--- src/rtl/plinko_pkg.sv ---
// Shared definitions for the plinko stimulus path: widths, dropper state
// encoding and the 7-bit LFSR recurrence.
package plinko_pkg;

  localparam int RAND_W   = 7;
  localparam int NUM_BINS = 8;

  typedef enum logic [1:0] {
    ST_IDLE = 2'd0,
    ST_RUN  = 2'd1,
    ST_DONE = 2'd2
  } drop_state_e;

  // Taps for x^7 + x^6 + 1 on a left-shifting register: bits 6 and 5.
  localparam logic [RAND_W-1:0] LFSR_TAPS     = 7'h60;
  localparam logic [RAND_W-1:0] ZERO_SEED_SUB = 7'h01;

  function automatic logic [RAND_W-1:0] lfsr_next(input logic [RAND_W-1:0] cur);
    return {cur[RAND_W-2:0], ^(cur & LFSR_TAPS)};
  endfunction

endpackage

--- src/rtl/ball_dropper_if.sv ---
// Handshake/data bundle between the run controller and the dropper.
interface ball_dropper_if;
  import plinko_pkg::*;

  logic              start;
  logic              pause;
  logic              seedLoad;
  logic [RAND_W-1:0] seedIn;
  logic [RAND_W-1:0] randChoice;
  logic              ballValid;
  logic [7:0]        ballsDropped;
  logic              busy;
  logic              done;

  modport master (
    output start, pause, seedLoad, seedIn,
    input  randChoice, ballValid, ballsDropped, busy, done
  );

  modport slave (
    input  start, pause, seedLoad, seedIn,
    output randChoice, ballValid, ballsDropped, busy, done
  );

endinterface

--- src/rtl/lfsr7.sv ---
// Maximal-length 7-bit Fibonacci LFSR with step enable and seed load.
// A zero load value is replaced so the register can never lock up.
module lfsr7
  import plinko_pkg::*;
#(
  parameter logic [RAND_W-1:0] SEED = 7'h5A
) (
  input  logic              clk,
  input  logic              rst,
  input  logic              advance,
  input  logic              load,
  input  logic [RAND_W-1:0] loadVal,
  output logic [RAND_W-1:0] q
);

  logic [RAND_W-1:0] q_q;
  logic [RAND_W-1:0] q_d;

  always_comb begin
    q_d = q_q;
    if (load) begin
      q_d = (loadVal == '0) ? ZERO_SEED_SUB : loadVal;
    end else if (advance) begin
      q_d = lfsr_next(q_q);
    end
  end

  always_ff @(posedge clk or posedge rst) begin
    if (rst) begin
      q_q <= SEED;
    end else begin
      q_q <= q_d;
    end
  end

  assign q = q_q;

endmodule

--- src/rtl/ball_dropper.sv ---
// Meters NUM_BALLS pseudo-random balls per run into the plinko board;
// ballValid doubles as the board's advance enable.
module ball_dropper
  import plinko_pkg::*;
#(
  parameter int                NUM_BALLS = 80,
  parameter logic [RAND_W-1:0] SEED      = 7'h5A
) (
  input logic           clk,
  input logic           rst,
  ball_dropper_if.slave bus
);

  localparam logic [7:0] LAST_CNT = 8'(NUM_BALLS - 1);

  drop_state_e       state_q, state_d;
  logic [7:0]        cnt_q, cnt_d;
  logic              ball_vld;
  logic              run_ok;
  logic              busy_w;
  logic              done_w;
  logic              seed_ld;
  logic [RAND_W-1:0] lfsr_q;

  // Seeding and start requests are only honoured outside a run.
  assign run_ok  = (state_q != ST_RUN);
  assign seed_ld = bus.seedLoad && run_ok;

  lfsr7 #(
    .SEED(SEED)
  ) u_lfsr (
    .clk    (clk),
    .rst    (rst),
    .advance(ball_vld),
    .load   (seed_ld),
    .loadVal(bus.seedIn),
    .q      (lfsr_q)
  );

  always_ff @(posedge clk or posedge rst) begin
    if (rst) begin
      state_q <= ST_IDLE;
      cnt_q   <= '0;
    end else begin
      state_q <= state_d;
      cnt_q   <= cnt_d;
    end
  end

  always_comb begin
    state_d = state_q;
    unique case (state_q)
      ST_IDLE, ST_DONE: if (bus.start) state_d = ST_RUN;
      ST_RUN:           if (ball_vld && (cnt_q == LAST_CNT)) state_d = ST_DONE;
      default:          state_d = ST_IDLE;
    endcase
  end

  always_comb begin
    cnt_d = cnt_q;
    if (run_ok && bus.start) begin
      cnt_d = '0;
    end else if (ball_vld) begin
      cnt_d = cnt_q + 8'd1;
    end
  end

  always_comb begin
    ball_vld = 1'b0;
    busy_w   = 1'b0;
    done_w   = 1'b0;
    unique case (state_q)
      ST_RUN: begin
        ball_vld = ~bus.pause;
        busy_w   = 1'b1;
      end
      ST_DONE: done_w = 1'b1;
      default: ;
    endcase
  end

  assign bus.randChoice   = lfsr_q;
  assign bus.ballValid    = ball_vld;
  assign bus.ballsDropped = cnt_q;
  assign bus.busy         = busy_w;
  assign bus.done         = done_w;

endmodule

--- src/flat_wrapper.sv ---
// flat-port wrapper written by rule: the top's interface ports become plain ports
module ball_dropper_flat import plinko_pkg::*;
#(
  parameter int                NUM_BALLS = 80,
  parameter logic [RAND_W-1:0] SEED      = 7'h5A
)
  (clk, rst, bus_start, bus_pause, bus_seedLoad, bus_seedIn, bus_randChoice, bus_ballValid, bus_ballsDropped, bus_busy, bus_done);
  ball_dropper_if bus_i ();
  input logic clk;
  input logic rst;
  input wire logic [$bits(bus_i.start)-1:0] bus_start;
  input wire logic [$bits(bus_i.pause)-1:0] bus_pause;
  input wire logic [$bits(bus_i.seedLoad)-1:0] bus_seedLoad;
  input wire logic [$bits(bus_i.seedIn)-1:0] bus_seedIn;
  output wire logic [$bits(bus_i.randChoice)-1:0] bus_randChoice;
  output wire logic [$bits(bus_i.ballValid)-1:0] bus_ballValid;
  output wire logic [$bits(bus_i.ballsDropped)-1:0] bus_ballsDropped;
  output wire logic [$bits(bus_i.busy)-1:0] bus_busy;
  output wire logic [$bits(bus_i.done)-1:0] bus_done;
  assign bus_i.start = bus_start;
  assign bus_i.pause = bus_pause;
  assign bus_i.seedLoad = bus_seedLoad;
  assign bus_i.seedIn = bus_seedIn;
  assign bus_randChoice = bus_i.randChoice;
  assign bus_ballValid = bus_i.ballValid;
  assign bus_ballsDropped = bus_i.ballsDropped;
  assign bus_busy = bus_i.busy;
  assign bus_done = bus_i.done;
  ball_dropper #(.NUM_BALLS(NUM_BALLS), .SEED(SEED)) u_core (.clk(clk), .rst(rst), .bus(bus_i));
endmodule
--- config.mk ---
export PLATFORM = sky130hd
export DESIGN_NAME = ball_dropper_flat
export DESIGN_NICKNAME = d
export VERILOG_FILES = /design/src/rtl/plinko_pkg.sv /design/src/rtl/ball_dropper_if.sv /design/src/rtl/lfsr7.sv /design/src/rtl/ball_dropper.sv /design/src/flat_wrapper.sv
export SDC_FILE = /design/constraint.sdc
export NUM_CORES = 1
export LEC_CHECK = 0
export ABC_AREA = 1
export CAP_MARGIN = 20
export CORE_ASPECT_RATIO = 1.5
export CORE_MARGIN = 3
export CORE_UTILIZATION = 47
export CTS_BUF_LIST = sky130_fd_sc_hd__clkbuf_4 sky130_fd_sc_hd__clkbuf_8
export CTS_CLUSTER_DIAMETER = 80
export DETAILED_ROUTE_END_ITERATION = 10
export GPL_ROUTABILITY_DRIVEN = 0
export PLACE_DENSITY = 0.76
export SLEW_MARGIN = 20
export SYNTH_ARGS = -nofsm -noshare
export SYNTH_HDL_FRONTEND = slang
export SYNTH_SLANG_ARGS = --single-unit
export TNS_END_PERCENT = 1
--- constraint.sdc ---
create_clock -name clk -period 1.5 [get_ports clk]
set_clock_uncertainty 0.05 [all_clocks]
set_input_delay 0.3 -clock clk [delete_from_list [all_inputs] [get_ports clk]]
set_output_delay 0.3 -clock clk [all_outputs]
set_load 0.01 [all_outputs]
# Word level (Yosys, flattened, before mapping)

Index checks and enable logic that the tools add are counted.

Flip-flop bits (word level): 17

Multiplexer cells: 11
$add $sub $neg: 1
Equality and inequality tests: 6
Reductions and logical operators: 10
Bitwise logic cells: 1

Operators with widths:

| kind                                                   | count |
|---|---|
| 2-to-1 mux 7 bit                                       | 3 |
| 2-to-1 mux 8 bit                                       | 2 |
| adder 8 x 1 -> 8 bit (second input constant)           | 1 |
| == test 8 x 7 -> 1 bit (second input constant)         | 1 |
| logical NOT 7 bit                                      | 1 |
| XOR reduction 7 bit                                    | 1 |
| 2-to-1 mux 2 bit                                       | 2 |
| inequality test 2 x 1 -> 1 bit (second input constant) | 2 |
| one-hot mux 2 bit (2 select lines)                     | 1 |
| nonzero test 2 bit                                     | 2 |
| logical AND 1 bit                                      | 3 |
| 2-to-1 mux 1 bit                                       | 3 |
| == test 2 x 1 -> 1 bit (second input constant)         | 1 |
| == test 2 bit (second input constant)                  | 1 |
| logical NOT 2 bit                                      | 1 |
| inequality test 2 bit (second input constant)          | 1 |
| AND reduction 2 bit                                    | 1 |
| OR reduction 2 bit                                     | 1 |
| NOT 1 bit                                              | 1 |

# Depth between registers and ports, before layout

Gate-level depths: netlist (run 1).

Depth in word-level cells: 5
Mapped depth: 7
Depth with buffers taken out: 7

# By module

A second synthesis (run 1) with hierarchy kept.

Cells, all modules: 129
Area, all modules: 983.4 um2

Modules (own cells, without submodules):

| module       | instances | cells an instance | area an instance (um2) |
|---|---|---|---|
| ball_dropper | 1         | 81                | 578.1 |
| lfsr7        | 1         | 48                | 405.4 |

# Worst setup path before layout (run 1)

OpenSTA, ideal clock, no wires.

Path type: reg-to-reg
Start point: register u_core.cnt_q[1] (netlist: u_core.bus.ballsDropped[1])
End point: register u_core.state_q[0]
Slack: 278 ps
Cell stages (with the launch flop): 7
Path buffers: 0
Data required time: 1324 ps
Arrival: 1046 ps
Period minus slack after synthesis: 1222 ps
Path through: dfrtp_1 > ha_1 > nand3_1 > nor2_2 > nand2_1 > nand2_1 > o21ai_0

Word-level cells in the longest chain between the ends: 4

Ends and longest elaborated chain:

| item                                     | line               | source |
|---|---|---|
| start, declared                          | ball_dropper.sv:17 | `logic [7:0] cnt_q, cnt_d;` |
| start signal, assigned                   | ball_dropper.sv:46 | `cnt_q <= cnt_d;` |
| == test 8 x 7 -> 1 bit                   | ball_dropper.sv:54 | `ST_RUN: if (ball_vld && (cnt_q == LAST_CNT)) state_d = ST_DONE;` |
| logical AND 1 bit                        | ball_dropper.sv:54 |  |
| inequality test 2 x 1 -> 1 bit (no line) | n/a                |  |
| AND reduction 2 bit (no line)            | n/a                |  |
| end signal, assigned                     | ball_dropper.sv:45 | `state_q <= state_d;` |
| end, declared                            | ball_dropper.sv:16 | `drop_state_e state_q, state_d;` |

No other way between the ends.
A chain may end at the register's enable or synchronous reset.

# Worst setup path after layout (run 1)

Start point: register u_core.u_lfsr.q_q[3] (netlist: u_core.u_lfsr.q[3])
End point: output port bus_randChoice[3]

RTL lines:

| item                   | line               | source |
|---|---|---|
| start, declared        | lfsr7.sv:16        | `logic [RAND_W-1:0] q_q;` |
| start signal, assigned | lfsr7.sv:32        | `q_q <= q_d;` |
| end, declared          | flat_wrapper.sv:15 | `output wire logic [$bits(bus_i.randChoice)-1:0] bus_randChoice;` |

No word-level cell between the ends.

==> summary.md, run 1 <==
| Metric | Value |
|---|---|
| Outcome | `finished, final reports clean` |
| Setup crit end kind | `output port` |
| Max-slew violations | `0` |
| Hold-fix buffers at CTS | `0` |
| DR vias | `938` |
| Core Region | `1900 um^2` |
| Avg Cell Area, Syn | `7.84 um^2` |
| DIE WIDTH | `43.1 um` |
| Leakage Power | `0.000695 uW` |
| Nets | `175` |
| Slew Limit Headroom | `84.6%` |
| Worst path required time | `1.15 ns` |
| Sequential area share after synthesis | `44.3%` |
| Skew-Pair Late Insertion Delay | `0.29 ns` |
| GRT Residual Overflow | `0` |
| Synthesis-stage register bit count | `17` |
| Top cells by count, synth | `nand2_1, inv_1, nor2_1` |
| Final Setup Violations | `0` |
| I/O Pins | `30` |
| Area of the multi-input gates | `468 um^2` |
| FMAX | `0.686 GHz` |
| First-pass GRT wire length | `3870 um` |
| Cells after Synth | `124` |
| Cell variety after synth | `24` |
| H-tree depth | `1` |
| Root Buffer | `clkbuf_4` |
| Least-Margin Pin Slew | `0.228 ns` |
| Initial antenna violation count | `0` |
| Finished Cell Area | `1330 um^2` |
| IR Drop Worst-Case VDD | `1000 uV` |
| Worst Path Buf+Inv | `1` |
| Synthesis-to-finish area growth | `36.9%` |
| Top post-synthesis cells by area | `dfrtp_1, nand2_1, dfstp_2, inv_1, nor2_1` |
| Die H | `61.7 um` |
| TritonRoute pass-1 iters | `4` |
| Minimum clock period | `1.46 ns` |
| CP max stage cell | `dfstp_2` |
| Async SR Flop Fraction | `100%` |
| RSZ-0062 raised after global routing | `yes` |
| Site Rows | `19` |
| Final core occ | `70.0%` |
| Avg Vias per Cell | `5.15` |
| Placed Cells | `177` |
| Arr. time, crit path | `1.11 ns` |
| Final Non-Filler Cells | `182` |
| Die ar. | `2660 um^2` |
| Synth warn | `0` |
| Synth top area share | `33.5%` |
| Initial Util | `51.1%` |
| Pwr per Cell Area | `1450 nW/um^2` |
| Yosys top cell by area | `dfrtp_1` |
| N_diodes | `0` |
| Wire per inst | `12.5 um` |
| Post-synth EDFFs | `0` |
| Antenna-violating nets left | `0` |
| Final Hold Viols | `0` |
| Buffers on Ports | `29` |
| Share of cells above drive strength 1 | `19.3%` |
| Layout fillers | `185` |
| Worst Setup Start Kind | `flip-flop` |
| Final WS setup | `0.0424 ns` |
| Max Fanout on Critical Path | `2` |
| Worst Setup Path Type | `flip-flop to output port` |
| Final period utilization | `97.2%` |
| Placed cell areas | `1300 um^2` |
| Total global-route track usage | `19.3%` |
| CTS tree | `done` |
| Vias in the first global route | `978` |
| Count leader, synth | `nand2_1` |
| DP Worst Slack | `-0.291 ns` |
| Total CTS buffers | `3` |
| CTS sink count | `17` |
| Drt drc | `0` |
| Clk slew on worst S/H paths | `0.11 ns` |
| Final WL | `2270 um` |
| 1st-iter DRT viols | `16` |
| Post-Syn Area | `972 um^2` |
| Max stage delay on crit path | `0.55 ns` |
| Ys flop type | `dfrtp_1` |
| Sequential cell area | `430 um^2` |
| Cell Chain, Critical Path | `dlygate4sd2_1` |
| Hold crit path type | `primary input to async pin` |
| Max cap viols | `0` |
| Family with the most delay on the worst path | `flip-flops` |
| Dpl hpwl | `1770 um` |
| Largest net degree at the start of global routing | `18` |
| CTS max path bufs | `2` |
| Net count after synthesis | `137` |
-- where the power goes --
group | internal (uW) | switching (uW) | leakage (uW)
Sequential | 659 | 149 | 0.000205
Clock | 99.1 | 158 | 0.0000177
Combinational | 410 | 454 | 0.000472
Total | 1170 | 761 | 0.000695
-- path summary, 6_finish.rpt --
path / from / endpoint / slack, ns / cells past startpoint
worst max-delay path: u_core.u_lfsr.q[3] / bus_randChoice[3] / 0.04 / 1
worst min-delay path: rst / u_core.bus.ballsDropped[5] / 0.27 / 3
worst max register to register: u_core.bus.ballsDropped[1] / u_core.state_q[0] / 0.13 / 6
worst min register to register: u_core.u_lfsr.q[1] / u_core.u_lfsr.q[1] / 0.47 / 2
max in group asynchronous: rst / u_core.u_lfsr.q[3] / 0.87 / 3
min in group clk: u_core.u_lfsr.q[1] / u_core.u_lfsr.q[1] / 0.47 / 2
-- cell usage in the layout (no fill, tap or decap), types with 2 or more instances in the layout --
| master | count |
|---|---|
| a21oi_1 | 6 |
| buf_4 | 6 |
| clkbuf_4 | 3 |
| clkdlybuf4s15_1 | 3 |
| clkdlybuf4s50_1 | 11 |
| dfrtp_1 | 13 |
| dfstp_2 | 4 |
| dlygate4sd2_1 | 13 |
| inv_1 | 14 |
| inv_2 | 3 |
| nand2_1 | 32 |
| nand2_4 | 4 |
| nand3_1 | 7 |
| nor2_1 | 13 |
| nor2_4 | 3 |
| o211ai_2 | 2 |
| o21ai_0 | 10 |
-- metrics by stage --
stage,TNS [ns],power [uW],hold WS (ns)
2_1_floorplan,0,1280,0.173
3_3_place_gp,-0.272,1760,0.437
3_5_place_dp,-0.391,1780,0.451
4_1_cts,0,1940,0.272
5_1_grt,-0.0363,2080,0.308
6_report,0,1930,0.268
-- tightest hold or removal path, cell delays in order --
cell,delay [ns]
clkdlybuf4s50_1,0.40
inv_1,0.05
buf_4,0.24
-- cell type report --
| class | instances | share of cell area, % |
|---|---|---|
| sequential | 17 | 32.3 |
| clock buffer | 3 | 1.69 |
| clock inverter | 1 | 0.376 |
| multi-input combinational | 88 | 35.2 |
| inverter | 17 | 4.79 |
| timing repair buffer | 35 | 23.7 |
| tap | 21 | 1.97 |
-- cells by family after synthesis --
family,after synthesis,synth area share [%]
AND/OR/NAND/NOR,64,31.0
AO/OA/AOI/OAI,22,13.6
buffers and inverters,19,8.88
flip-flops,17,44.3
XOR/XNOR,1,0.901
adder cells (fa/ha/maj),1,1.29
-- state kept, by name, indices dropped and copies added (netlist names) --
register,cells
u_core.bus.ballsDropped,8
u_core.state_q,2
u_core.u_lfsr.q,7
-- routing by layer --
metal | part of all wire (%) | GRT usage (%) | routed length, um
met1 | 39 | 19.3 | 883
met2 | 55 | 36.4 | 1250
met3 | 4.8 | 2.88 | 109
met4 | 1.0 | 13.4 | 23
met5 | 0 | 0 | 0
-- what timing repair did --
item / 4_1_cts / 5_1_grt
buffers inserted: 1 / 0
setup endpoints to repair: 18 / 5
pin swaps: 0 / 0
gates resized for setup: 26 / 5
No activity file was read; power rests on OpenSTA's default activity.
==> run 2: changes to the inputs <==
Settings changed: ABC_CLOCK_PERIOD_IN_PS set to 1500, CORE_UTILIZATION 47 to 48, PLACE_DENSITY 0.76 to 0.78, SYNTH_HIERARCHICAL set to 1.
==> run 2 against run 1 <==
  * Design area up 3.9%
  * Total power is 26% higher
  * Worst setup slack worse by 0.011 ns
  * Synthesized cell count grew 4.0%
  * Sequential share of layout area fell by 1.2 points
  * Die area fell by 0.85%
  * Critical endpoint is now bus_randChoice[1]
  * Largest cell class unchanged
==> summary.md, run 2 <==
| Metric | Value |
|---|---|
| Clock power frac | `10.3% (-3.0 points)` |
| Clk slew on worst S/H paths | `0.10 ns (about the same)` |
| Vias in the first global route | `1,029 (+5.2%)` |
| Switching pwr | `1040 uW (+37%)` |
| Final WS setup | `0.0315 ns (-0.0109 ns)` |
| Die ar. | `2640 um^2 (-0.85%)` |
| Worst Setup Path Type | `flip-flop to output port` |
| Skew-Pair Late Insertion Delay | `0.30 ns (about the same)` |
| Final WL | `2560 um (+13%)` |
| Hold-fix buffers at CTS | `0 (unchanged)` |
| Max stage delay on crit path | `0.56 ns (about the same)` |
| Most common cell after layout, fill and taps aside | `nand2_1` |
| Drt drc | `0 (unchanged)` |
| Met1 usage | `22.3% (+3.0 points)` |
| H-tree depth | `1 (unchanged)` |
| DP Worst Slack | `-0.315 ns (-0.0248 ns)` |
| Synthesis-stage register bit count | `17 (unchanged)` |
| Count leader, synth | `nand2_1` |
| FMAX | `0.681 GHz (-0.74%)` |
| Worst path required time | `1.15 ns (about the same)` |
| Crit. Startpoint | `u_core/u_lfsr/q[1]` |
| Synth top area share | `33.1% (-0.38 points)` |
| Cell Chain, Critical Path | `dlygate4sd2_1` |
| Site Rows | `19 (unchanged)` |
| Most frequent cells in the layout | `nand2_1, nor2_1, inv_1, dlygate4sd2_1, dfrtp_1` |
| Worst Path Buf+Inv | `1 (unchanged)` |
| CTS tree | `done` |
| Arr. time, crit path | `1.12 ns (about the same)` |
| RSZ-0062 raised after global routing | `yes` |
| Final Hold Viols | `0 (unchanged)` |
| Max-slew violations | `0 (unchanged)` |
| TNS Setup | `0 ns (unchanged)` |
| Share of cells above drive strength 1 | `24.0% (+4.7 points)` |
| Setup bufs post-CTS | `0 (-1)` |
| RR Startpoint | `u_core/state_q[0]` |
| DIE WIDTH | `43.0 um (-0.42%)` |
| N_diodes | `0 (unchanged)` |
| Top post-synthesis cells by area | `dfrtp_1, nand2_1, dfstp_2, nor2_1, inv_1` |
| Max FFs per register | `8 (unchanged)` |
| Root Buffer | `clkbuf_4` |
| Synthesis-to-finish area growth | `40.6%` |
| Buffers on Ports | `29 (unchanged)` |
| Hold crit path type | `primary input to async pin` |
| Final period utilization | `97.9% (+0.73 points)` |
| Layout fillers | `171 (-7.6%)` |
| Cell variety after synth | `26 (+8.3%)` |
| Power Internal | `1380 uW (+18%)` |
| Total CTS buffers | `3 (unchanged)` |
| Leakage Power | `0.000709 uW (+2.0%)` |
| Antenna-violating nets left | `0 (unchanged)` |
| CP max stage cell | `dfstp_2` |
| Die H | `61.4 um (-0.43%)` |
| Setup crit end kind | `output port` |
| Global Route met3 Usage | `2.63% (-0.25 points)` |
| Ys flop type | `dfrtp_1` |
| GRT Residual Overflow | `0 (unchanged)` |
| Outcome | `finished, final reports clean` |
| Final Setup Violations | `0 (unchanged)` |
| TritonRoute pass-1 iters | `4 (unchanged)` |
| Sequential area share after synthesis | `43.8% (-0.51 points)` |
| Async SR Flop Fraction | `100% (unchanged)` |
| Minimum clock period | `1.47 ns (+0.0109 ns)` |
| Pwr per Cell Area | `1760 nW/um^2 (+21%)` |
| Max Fanout on Critical Path | `3 (+1)` |
| Yosys top cell by area | `dfrtp_1` |
| Cells after Synth | `129 (+4.0%)` |
| 1st-iter DRT viols | `20 (+4)` |
| Worst Setup Start Kind | `flip-flop` |
| Total global-route track usage | `22.1% (+2.7 points)` |
| CTS sink count | `17 (unchanged)` |
| DR vias | `1,002 (+6.8%)` |
| Avg Vias per Cell | `5.22 (+1.3%)` |
| Wire per inst | `13.4 um (+7.1%)` |
| Sw Ratio | `43.0% (+3.6 points)` |
| GR Util met2 | `45.1% (+8.7 points)` |
| Avg Cell Area, Syn | `7.62 um^2 (-2.8%)` |
| Nets | `185 (+5.7%)` |
| First-pass GRT wire length | `4410 um (+14%)` |
| Initial antenna violation count | `0 (unchanged)` |
| Net count after synthesis | `142 (+3.6%)` |
| Final Non-Filler Cells | `192 (+5.5%)` |
| Most Used Layer, Global Route | `met2` |
| IR Drop Worst-Case VDD | `1130 uV (+13%)` |
| Post-Syn Area | `983 um^2 (+1.2%)` |
| Dpl hpwl | `1970 um (+11%)` |
| Core Region | `1880 um^2 (-1.2%)` |
| Initial Util | `52.4% (+1.2 points)` |
| Least-Margin Pin Slew | `0.417 ns (+0.188 ns)` |
| Largest net degree at the start of global routing | `11 (-7)` |
| Max cap viols | `0 (unchanged)` |
| Post-synth EDFFs | `0 (unchanged)` |
| Top cells by count, synth | `nand2_1, nor2_1, inv_1` |
| I/O Pins | `30 (unchanged)` |
| Flop pwr share | `35.6% (-6.3 points)` |
| Placed Cells | `188 (+6.2%)` |
| Synth warn | `6 (+6)` |
| Combinational Power Share | `54.2% (+9.4 points)` |
| Slew Limit Headroom | `72.2% (-12 points)` |
| Family with the most delay on the worst path | `flip-flops` |
| CTS max path bufs | `2 (unchanged)` |
run 2: timing repair:
item | CTS | global route
setup endpoints to repair | 18 | 7
resized for setup | 24 | 8
pin swaps | 1 | 0
run 2: power groups by stage:
stage	logic [uW]	registers [uW]	clock network (uW)
floorplan	622	945	0
global placement	1360	858	0
detailed placement	1400	871	0
CTS	1280	859	262
global route	1450	896	276
finish	1320	863	250
run 2: layout make-up:
cell class / count / area, um^2 / share of cell area (%)
clock buffers: 3 / 22.5 / 1.63
clock inverters: 1 / 5.00 / 0.362
inverters: 20 / 85.1 / 6.15
multi-input cells: 91 / 480 / 34.8
flip-flops and latches: 17 / 430 / 31.1
well taps: 21 / 26.3 / 1.90
repair buffers: 39 / 333 / 24.1
run 2: cells by family (layout without fill, tap and decap cells):
group	Yosys count	after routing	synth area share, %
AND/OR/NAND/NOR	74	74	35.0
buffers and inverters	21	63	9.80
adder cells (fa/ha/maj)	1	1	1.27
flip-flops	17	17	43.8
AO/OA/AOI/OAI	16	16	10.2
run 2: through the flow:
step / hold WS, ns / util, % / power, uW / area, um^2
3_3_place_gp: 0.435 / 72.6 / 2220 / 1360
3_5_place_dp: 0.449 / 72.6 / 2270 / 1360
6_report: 0.197 / 73.6 / 2430 / 1380
2_1_floorplan: 0.0505 / - / 1570 / 983
5_1_grt: 0.213 / 73.6 / 2630 / 1380
4_1_cts: 0.201 / 72.8 / 2400 / 1370
run 2: worst paths after layout:
| kind | end | slack (ns) | cells after the start |
|---|---|---|---|
| setup / recovery | bus_randChoice[1] | 0.03 | 1 |
| hold reg to reg | u_core/u_lfsr/q[4] | 0.47 | 2 |
| hold / removal | u_core/u_lfsr/q[2] | 0.20 | 2 |
| min in group clk | u_core/u_lfsr/q[4] | 0.47 | 2 |
| setup reg to reg | u_core/u_lfsr/q[2] | 0.05 | 9 |
| max in group asynchronous | u_core/bus.ballsDropped[1] | 0.85 | 2 |
run 2: layer usage:
layer / vias up / part of all wire [%]
met5: - / 0
met4: 0 / 1.7
met3: 4 / 5.5
met2: 39 / 57
met1: 468 / 35
li1: 491 / -
==> run 3: changes to the inputs <==
Settings changed: ABC_CLOCK_PERIOD_IN_PS 1500 to not set.
==> results of run 3 <==
Same layout as run 2: the final DEF is identical, and so are final timing and power.
